===== src/rtl/adc_acq_ctrl_pkg.sv =====
// Shared definitions for the ADC acquisition path: sequencer state encoding
// and the default frame geometry / readout framing bytes.
package adc_acq_ctrl_pkg;

    typedef enum logic [2:0] {
        ST_IDLE      = 3'd0,
        ST_ARM       = 3'd1,
        ST_CAPTURE   = 3'd2,
        ST_KICK      = 3'd3,
        ST_WAIT_RISE = 3'd4,
        ST_WAIT_DONE = 3'd5,
        ST_HOLDOFF   = 3'd6
    } acq_state_t;

    localparam int DEF_DEPTH    = 200;
    localparam int DEF_KICK_CYC = 4;
    localparam int DEF_TIMEOUT  = 1024;

    // Framing bytes emitted by the UART readout block around each frame.
    localparam logic [7:0] FRAME_HDR = 8'hA0;
    localparam logic [7:0] FRAME_CR  = 8'h0D;
    localparam logic [7:0] FRAME_LF  = 8'h0A;

endpackage


===== src/rtl/adc_acq_ctrl_trig.sv =====
// Level-crossing trigger: remembers the previous valid sample and flags a
// rising crossing of trig_level, never on the first sample seen while armed.
module adc_trig_detect #(
    parameter int DW = 8
) (
    input  logic          clk,
    input  logic          reset_n,
    input  logic          arm,
    input  logic          adc_valid,
    input  logic [DW-1:0] adc_data,
    input  logic [DW-1:0] trig_level,
    output logic          trig_hit
);

    logic [DW-1:0] prev;
    logic          qual;

    always_ff @(posedge clk or negedge reset_n) begin
        if (!reset_n) begin
            prev <= '0;
            qual <= 1'b0;
        end else begin
            if (adc_valid)
                prev <= adc_data;
            // qual marks that prev holds a sample taken during this arming
            if (!arm)
                qual <= 1'b0;
            else if (adc_valid)
                qual <= 1'b1;
        end
    end

    assign trig_hit = arm && qual && adc_valid &&
                      (prev < trig_level) && (adc_data >= trig_level);

endmodule


===== src/rtl/adc_acq_ctrl.sv =====
// Acquisition sequencer: arm, optional trigger, write one DEPTH-sample frame
// to RAM, kick the UART readout, wait for it, hold off, re-arm if continuous.
module adc_acq_ctrl
    import adc_acq_ctrl_pkg::*;
#(
    parameter int DEPTH    = DEF_DEPTH,
    parameter int AW       = 8,
    parameter int DW       = 8,
    parameter int KICK_CYC = DEF_KICK_CYC,
    parameter int TIMEOUT  = DEF_TIMEOUT
) (
    input  logic          clk,
    input  logic          reset_n,
    input  logic [DW-1:0] adc_data,
    input  logic          adc_valid,
    input  logic          run,
    input  logic          single,
    input  logic          trig_en,
    input  logic [DW-1:0] trig_level,
    input  logic [15:0]   holdoff,
    input  logic          read_busy,
    output logic          ram_we,
    output logic [AW-1:0] ram_wr_addr,
    output logic [DW-1:0] ram_wr_data,
    output logic          read_start,
    output logic          acq_busy,
    output logic [15:0]   frame_cnt,
    output logic          timeout_err
);

    localparam logic [15:0]   KICK_LOAD = 16'(KICK_CYC - 1);
    localparam logic [15:0]   TO_LOAD   = 16'(TIMEOUT - 1);
    localparam logic [AW-1:0] LAST_ADDR = AW'(DEPTH - 1);

    acq_state_t    state, state_nx;
    logic          run_d;
    logic          run_rise;
    logic          start;
    logic          cont;
    logic [AW-1:0] wr_addr;
    logic [15:0]   cnt;
    logic          trig_hit;
    logic          accept;
    logic          last;
    logic          timeout_hit;
    logic          frame_done;

    assign run_rise = run && !run_d;
    assign start    = (state == ST_IDLE) && (single || run_rise);

    adc_trig_detect #(.DW(DW)) u_trig (
        .clk        (clk),
        .reset_n    (reset_n),
        .arm        (state == ST_ARM),
        .adc_valid  (adc_valid),
        .adc_data   (adc_data),
        .trig_level (trig_level),
        .trig_hit   (trig_hit)
    );

    always_ff @(posedge clk or negedge reset_n) begin
        if (!reset_n)
            state <= ST_IDLE;
        else
            state <= state_nx;
    end

    always_comb begin
        state_nx    = state;
        accept      = 1'b0;
        last        = 1'b0;
        timeout_hit = 1'b0;
        frame_done  = 1'b0;
        case (state)
            ST_IDLE: begin
                if (start)
                    state_nx = ST_ARM;
            end
            ST_ARM: begin
                accept = trig_en ? trig_hit : adc_valid;
                if (accept)
                    state_nx = ST_CAPTURE;
            end
            ST_CAPTURE: begin
                accept = adc_valid;
                last   = adc_valid && (wr_addr == LAST_ADDR);
                if (last)
                    state_nx = ST_KICK;
            end
            ST_KICK: begin
                if (cnt == 16'd0)
                    state_nx = ST_WAIT_RISE;
            end
            ST_WAIT_RISE: begin
                if (read_busy) begin
                    state_nx = ST_WAIT_DONE;
                end else if (cnt == 16'd0) begin
                    timeout_hit = 1'b1;
                    state_nx    = ST_HOLDOFF;
                end
            end
            ST_WAIT_DONE: begin
                if (!read_busy) begin
                    frame_done = 1'b1;
                    state_nx   = ST_HOLDOFF;
                end
            end
            ST_HOLDOFF: begin
                // holdoff of 0 or 1 both give one cycle here
                if (cnt <= 16'd1)
                    state_nx = (cont && run) ? ST_ARM : ST_IDLE;
            end
            default: state_nx = ST_IDLE;
        endcase
    end

    // Write port stage: address and data register with the accepting strobe
    always_ff @(posedge clk or negedge reset_n) begin
        if (!reset_n) begin
            ram_we      <= 1'b0;
            ram_wr_addr <= '0;
            ram_wr_data <= '0;
            wr_addr     <= '0;
        end else begin
            ram_we <= accept;
            if (accept) begin
                ram_wr_addr <= wr_addr;
                ram_wr_data <= adc_data;
                wr_addr     <= last ? '0 : wr_addr + AW'(1);
            end
        end
    end

    // Shared down-counter: kick width, busy-rise timeout, hold-off
    always_ff @(posedge clk or negedge reset_n) begin
        if (!reset_n) begin
            cnt <= 16'd0;
        end else if (state_nx != state) begin
            case (state_nx)
                ST_KICK:      cnt <= KICK_LOAD;
                ST_WAIT_RISE: cnt <= TO_LOAD;
                ST_HOLDOFF:   cnt <= holdoff;
                default:      cnt <= cnt;
            endcase
        end else if (cnt != 16'd0) begin
            cnt <= cnt - 16'd1;
        end
    end

    always_ff @(posedge clk or negedge reset_n) begin
        if (!reset_n) begin
            run_d       <= 1'b0;
            cont        <= 1'b0;
            read_start  <= 1'b0;
            acq_busy    <= 1'b0;
            frame_cnt   <= 16'd0;
            timeout_err <= 1'b0;
        end else begin
            run_d      <= run;
            read_start <= (state_nx == ST_KICK);
            acq_busy   <= (state_nx != ST_IDLE);
            if (start)
                cont <= run_rise;
            if (frame_done)
                frame_cnt <= frame_cnt + 16'd1;
            if (timeout_hit)
                timeout_err <= 1'b1;
            else if (single || run_rise)
                timeout_err <= 1'b0;
        end
    end

endmodule

===== config.mk =====
export PLATFORM = sky130hd
export DESIGN_NAME = adc_acq_ctrl
export DESIGN_NICKNAME = d
export VERILOG_FILES = /design/src/rtl/adc_acq_ctrl_pkg.sv /design/src/rtl/adc_acq_ctrl_trig.sv /design/src/rtl/adc_acq_ctrl.sv
export SDC_FILE = /design/constraint.sdc
export NUM_CORES = 1
export LEC_CHECK = 0
export ABC_AREA = 1
export CORE_MARGIN = 2
export CORE_UTILIZATION = 50
export CTS_CLUSTER_DIAMETER = 200
export DETAILED_ROUTE_END_ITERATION = 16
export MAX_ROUTING_LAYER = met4
export PLACE_DENSITY = 0.83
export SKIP_LAST_GASP = 1
export SYNTH_ARGS = -nofsm -noshare
export SYNTH_HDL_FRONTEND = slang
export SYNTH_SLANG_ARGS = --single-unit

===== constraint.sdc =====
create_clock -name clk -period 2.6 [get_ports clk]
set_input_delay 0.26 -clock clk [delete_from_list [all_inputs] [get_ports clk]]
set_output_delay 0.26 -clock clk [all_outputs]
set_load 0.02 [all_outputs]

# --- Yosys cells after proc, flatten, opt, wreduce, memory -nomap -nowiden ---
# Index checks and enable logic that the tools add are counted.
word_totals:
  regBits: 74
  word_cells: 76
classes:
  n_addsub: 3
  magnitude_cmp: 3
  eq_ne: 13
  muxes: 26
  n_reduce_logical: 17
op_table:
  columns: ["cell", "n"]
  rows:
  - ["$pmux 16 s3", 1]
  - ["$mux 16", 2]
  - ["$mux 3", 8]
  - ["$pmux 3 s7", 1]
  - ["$add 16x1->16 const B", 1]
  - ["$le 16x1->1 const B", 1]
  - ["$logic_not 16->1", 1]
  - ["$reduce_bool 16->1", 1]
  - ["$sub 16x1->16 const B", 1]
  - ["$eq 3x3->1 const B", 5]
  - ["$mux 1", 12]
  - ["$eq 3x2->1 const B", 3]
  - ["$add 8x1->8 const B", 1]
  - ["$eq 8x8->1 const B", 1]
  - ["$ge 8x8->1", 1]
  - ["$logic_and 1x1->1", 8]
  - ["$lt 8x8->1", 1]
  - ["$mux 8", 1]
  - ["$ne 4x1->1 const B", 1]
  - ["$reduce_bool 2->1", 2]
  - ["$eq 3x1->1 const B", 1]
  - ["$logic_not 3->1", 1]
  - ["$ne 3x3->1", 1]
  - ["$reduce_bool 3->1", 1]
  - ["other kinds (5)", 5]

# --- Depth between registers and ports, before layout ---
depth:
  ltp_word: 11
  mapped_depth: 20
  depth_no_buf: 19

# --- Cells and area by module ---
# From an unflattened synthesis, not the netlist that was laid out.
unflattened:
  hier_cells: 588
  hier_area_um2: 4451.8
modules_own_cells:
  columns: ["module", "instances", "cells_per_inst", "area_each_um2"]
  rows:
  - ["adc_acq_ctrl", 1, 486, 3721.1]
  - ["adc_trig_detect", 1, 102, 730.7]

# --- Least setup slack after synthesis ---
# No wires, ideal clock.
synth_path:
  path_type: "reg2reg"
  start: "reg cnt[0]"
  end: "reg cnt[0]"
  setup_time_ns: 0.117
  arrival_time_ns: 2.155
  required_ns: 2.483
  path_slack_ns: 0.328
  path_stages_with_launch: 18
  path_buffers: 1
  period_less_slack_ns: 2.272
  path_cell_list: "dfrtp_1 > inv_1 > ha_1 > nand3_2 > nor2_4 > nand2_2 > nor3_1 > nor2_1 > nand2_1 > inv_2 > nand2_2 > buf_4 > nand2_2 > or2_1 > nand2_1 > nand2_1 > nand2_1 > nand2_1"
synth_via:
  elab_chain_cells: 7
synth_lines:
  columns: ["element", "line_no", "source"]
  rows:
  - ["from (decl)", "adc_acq_ctrl.sv:41", "logic [15:0] cnt;"]
  - ["from (signal assigned)", "adc_acq_ctrl.sv:142", "ST_HOLDOFF: cnt <= holdoff;"]
  - ["from (signal assigned)", "adc_acq_ctrl.sv:143", "default: cnt <= cnt;"]
  - ["from (signal assigned)", "adc_acq_ctrl.sv:146", "cnt <= cnt - 16'd1;"]
  - ["branches (longest 3 deep; another with $le 16x1->1)", null, null]
  - ["$pmux 3 s7 *", "adc_acq_ctrl.sv:74", "case (state)"]
  - ["net state_nx[1]", "adc_acq_ctrl.sv:35", "acq_state_t state, state_nx;"]
  - ["$eq 3x3->1 (tied with other cells)", "adc_acq_ctrl.sv:139", "case (state_nx)"]
  - ["$pmux 16 s3 (tied with other cells)", "adc_acq_ctrl.sv:139", null]
  - ["$mux 16 or $reduce_and 2->1 (tied branches)", null, null]
# Mark *: on every way through the listed nets, which the timed path passes. The select of a mux whose other input is x is not followed.
# A chain may end at the register's enable or synchronous reset.

# --- Worst setup path after layout ---
layout_path:
  start: "reg cnt[0]"
  end: "reg cnt[0]"
layout_via:
  elab_chain_cells: 7
layout_lines:
  columns: ["element"]
  rows:
  - ["branches (longest 7 deep; another with $le 16x1->1)"]
# Parallel ways; which one is timed is not known. The select of a mux whose other input is x is not followed.

==> impl_summary.log <==
INFO  metric detailed_route_vias_per_instance = 5.220
INFO  metric worst_hold_path_type = in -> reg
INFO  metric grt_max_degree = 75
INFO  metric sw_frac_of_total = 45.95%
INFO  metric start_kind = flip-flop
INFO  metric post-synth-top-area-cell = dfrtp_1
INFO  metric timing.max_cap.violations = 0
INFO  metric most-common-layout-cells = 192 x nand2_1, 74 x dfrtp_1, 73 x clkdlybuf4s50_1
INFO  metric wl_per_cell = between 10 and 15 microns
INFO  metric portBuffers = between 70 and 80
INFO  metric first_pass_grt_wire_length = 17.70 mm
INFO  metric status = finished clean
INFO  metric clkLatencyLatePin = 0.35 ns
INFO  metric gr-max-usage-layer = met2
INFO  metric groute.layer.met2.usage = a little under two fifths
INFO  metric synth.ff_latch_count = 74
INFO  metric overflow_left_after_global_routing = 0
INFO  metric globalplace.congestion = between 0.9 and 1
INFO  metric count_of_yosys_warnings_during_synthesis = 0
INFO  metric clockRootBuffer = clkbuf_8
INFO  metric drcViolationCount = 0
INFO  metric start_util = 50.79%
INFO  metric numCtsBuffers = 9
INFO  metric power.share.combinational = 57.7%
INFO  metric clkTransAtPathRegs = 0.07 ns
INFO  metric synthesis.nets = 625
INFO  metric proportion_of_register_bits_with_asynchronous_set_or_reset_after_synthesis = 100.0%
INFO  metric fin_area = 0.005670 sq mm
INFO  metric groute.usage.overall = 23.08%
INFO  metric clock.fmax = 416.3 MHz
INFO  metric power.internal = 3.508 mW
INFO  metric fp.dieH = 97.43 microns
INFO  metric fin_tns_setup = 0 ns
INFO  metric final-setup-viol-count = 0
INFO  metric worstMarginPinSlew = 0.4617 ns
INFO  metric drive_above_1_share = 10.68%
INFO  metric holdWs = 0.4523 ns
INFO  metric netlist_instances = 567
INFO  metric p_per_area = 1145 mW/mm^2
INFO  metric first_global_vias = 3952
INFO  metric netlist_area = approximately 0.0044 sq mm
INFO  metric worstSetupPathType = reg -> reg
INFO  metric num_antenna_cells = 0
INFO  metric synth_top_cells_by_area = dfrtp_1 42%, nand2_1 17%, ha_1 5.4%, inv_1 5.1%, nand3_1 5.0%
INFO  metric synthFlopType = dfrtp_1
INFO  metric path_max_fanout = 9
INFO  metric grt_util_met3 = 3.381%
INFO  metric worst_setup_path_end_kind = flip-flop
INFO  metric clockPowerShare = between 10% and 20%
INFO  metric synth_sequential_area_ratio = a little over two fifths
INFO  metric route.final.wire_length = ~10 mm
INFO  metric cts_tree = done
INFO  metric slew_violations = 0
INFO  metric total_number_of_nets_in_the_final_design = 727
INFO  metric global_route_met1_usage = around 29%
INFO  metric commonest_non_fill_non_tap_cell_in_the_layout = nand2_1
INFO  metric initial_drt_pass_iterations = 5
INFO  metric unrepaired_setup_endpoints_after_global_routing = yes
INFO  metric synthToLayoutAreaGrowth = 29.93%
INFO  metric post-place-ws = -0.1427 ns
INFO  metric vias = 4082
INFO  metric htree_num_levels = 3
INFO  metric design.core.area = 0.008593 sq mm
INFO  metric initialDrtViolationCount = 239
INFO  metric netlist.area_leader.share = 42.43%
INFO  metric cts-root-to-sink-buffers = 2
INFO  metric post-route-min-period = ~2.4 ns
INFO  metric cp_data_arrival_time = between 2 and 3 ns
INFO  metric period_share = 92.40%
INFO  metric synthDistinctLibCells = 36
INFO  metric irDropWorstVdd = ~550 uV
INFO  metric cellLeakagePower = 2.997 nW
INFO  metric postSynthAreaPerCell = a little under 8 sq um
INFO  metric grt_antenna_before_repair = 0
INFO  metric std_cell_rows = 34
INFO  metric dpl_cell_area = 0.005429 sq mm
INFO  metric net-switching-power = 2.982 mW
INFO  metric clkSinkCount = 74
INFO  metric dp_hpwl = 7.623 mm
INFO  metric ant_nets = 0
INFO  metric synth_edf_count = 0
INFO  metric hold_violations = 0
INFO  metric max_slew_headroom = 68.94%
INFO  metric setup_ws = 0.1977 ns
INFO  metric fin_worst_skew = 0.01621 ns
INFO  metric die_area = 0.009492 sq mm
INFO  metric cts.repair_timing.setup_buffer_count = 0
INFO  metric dieWidth = 97.43 microns
INFO  metric worst_ep_required_time = 2.83 ns
INFO  metric power_frac_seq = 27.6%
INFO  metric ioPinCount = 75
INFO  metric totalPowerFinal = 6.490 mW
## what timing repair did
action | CTS | global route
endpoints found under the hold margin | 74 | 0
setup endpoints to repair | 0 | 16
hold buffers | 1 | 0
resized for setup | 0 | 4
## power by group through the flow
stage          combinational [mW]  sequential, mW  clock [mW]
6_report                     3.75            1.79       0.954
5_1_grt                      4.11            1.83        1.02
4_1_cts                      3.67            1.78       0.961
3_5_place_dp                 3.63            1.80           0
3_3_place_gp                 3.54            1.79           0
2_1_floorplan                2.16            1.94           0
## routing by layer
metal / vias to the layer above / routed length, microns
li1: 2015 / -
met5: - / 0
met2: 128 / 5199
met3: 20 / 500
met4: 0 / 192
met1: 1919 / 4521
## final timing paths
kind	cells past startpoint	slack, ns	endpoint	from
worst min register to register	2	0.48	ram_wr_data[6]	ram_wr_data[6]
worst max register to register	16	0.20	cnt[0]	cnt[0]
max in group asynchronous	3	1.80	cont	reset_n
min in group asynchronous	3	0.47	ram_wr_data[5]	reset_n
worst min-delay path	1	0.45	run_d	run
worst max-delay path	16	0.20	cnt[0]	cnt[0]
## cell usage after synthesis, types with 5 or more instances
| cell type | number |
|---|---|
| xnor2_1 | 8 |
| nand2_2 | 5 |
| buf_2 | 5 |
| dfrtp_1 | 74 |
| xor2_1 | 21 |
| nand2_1 | 192 |
| nand3_1 | 44 |
| a21oi_1 | 10 |
| inv_1 | 59 |
| nand2_4 | 5 |
| ha_1 | 19 |
| nand4_1 | 24 |
| o21ai_0 | 15 |
| nor3_1 | 9 |
| nor2_1 | 45 |
## state kept, by name, indices dropped and copies added, names as in the netlist
| name | cells |
|---|---|
| wr_addr | 8 |
| ram_wr_addr | 8 |
| cnt | 16 |
| ram_we | 1 |
| state | 3 |
| cont | 1 |
| read_start | 1 |
| run_d | 1 |
| frame_cnt | 16 |
| u_trig.qual | 1 |
| timeout_err | 1 |
| acq_busy | 1 |
| ram_wr_data | 8 |
| u_trig.prev | 8 |
## worst max-delay path, stage by stage, from the launching register on
cell and delay [ns]:
dfrtp_1 0.43, inv_1 0.10, ha_1 0.20, nand3_2 0.14
nor2_4 0.15, nand2_2 0.09, nand2_1 0.09, nand2_1 0.05
nor2_1 0.11, nand2_1 0.10, inv_2 0.08, nand2_2 0.10
nand2_4 0.12, nand4_4 0.16, buf_4 0.22, nand3_1 0.09
nand2_1 0.07
## cell type report
| class | count | area (sq um) |
|---|---|---|
| clock inverters | 5 | 61.31 |
| inverters | 62 | 232.7 |
| fillers | 715 | 2923 |
| flip-flops and latches | 74 | 1852 |
| clock buffers | 11 | 151.4 |
| repair buffers | 104 | 1013 |
| well taps | 108 | 135.1 |
| multi-input cells | 418 | 2225 |
## through the flow
stage / instances / utilization, %
finish: 782 / 65.99
global route: 782 / 65.99
CTS: 782 / 65.77
detailed placement: 765 / 63.18
global placement: 765 / 63.18
floorplan: 567 / -
## logic make-up (layout without fill, tap and decap cells)
logic type | Yosys count | after routing | share of synthesized area (%)
fa+ha+maj | 19 | 19 | 5.447
xor+xnor | 29 | 29 | 5.820
compound gates | 29 | 29 | 3.555
buf+inv | 75 | 182 | 7.024
flops | 74 | 74 | 42.43
simple gates | 341 | 341 | 35.72
Note: power is estimated with default switching activity, not from simulation.
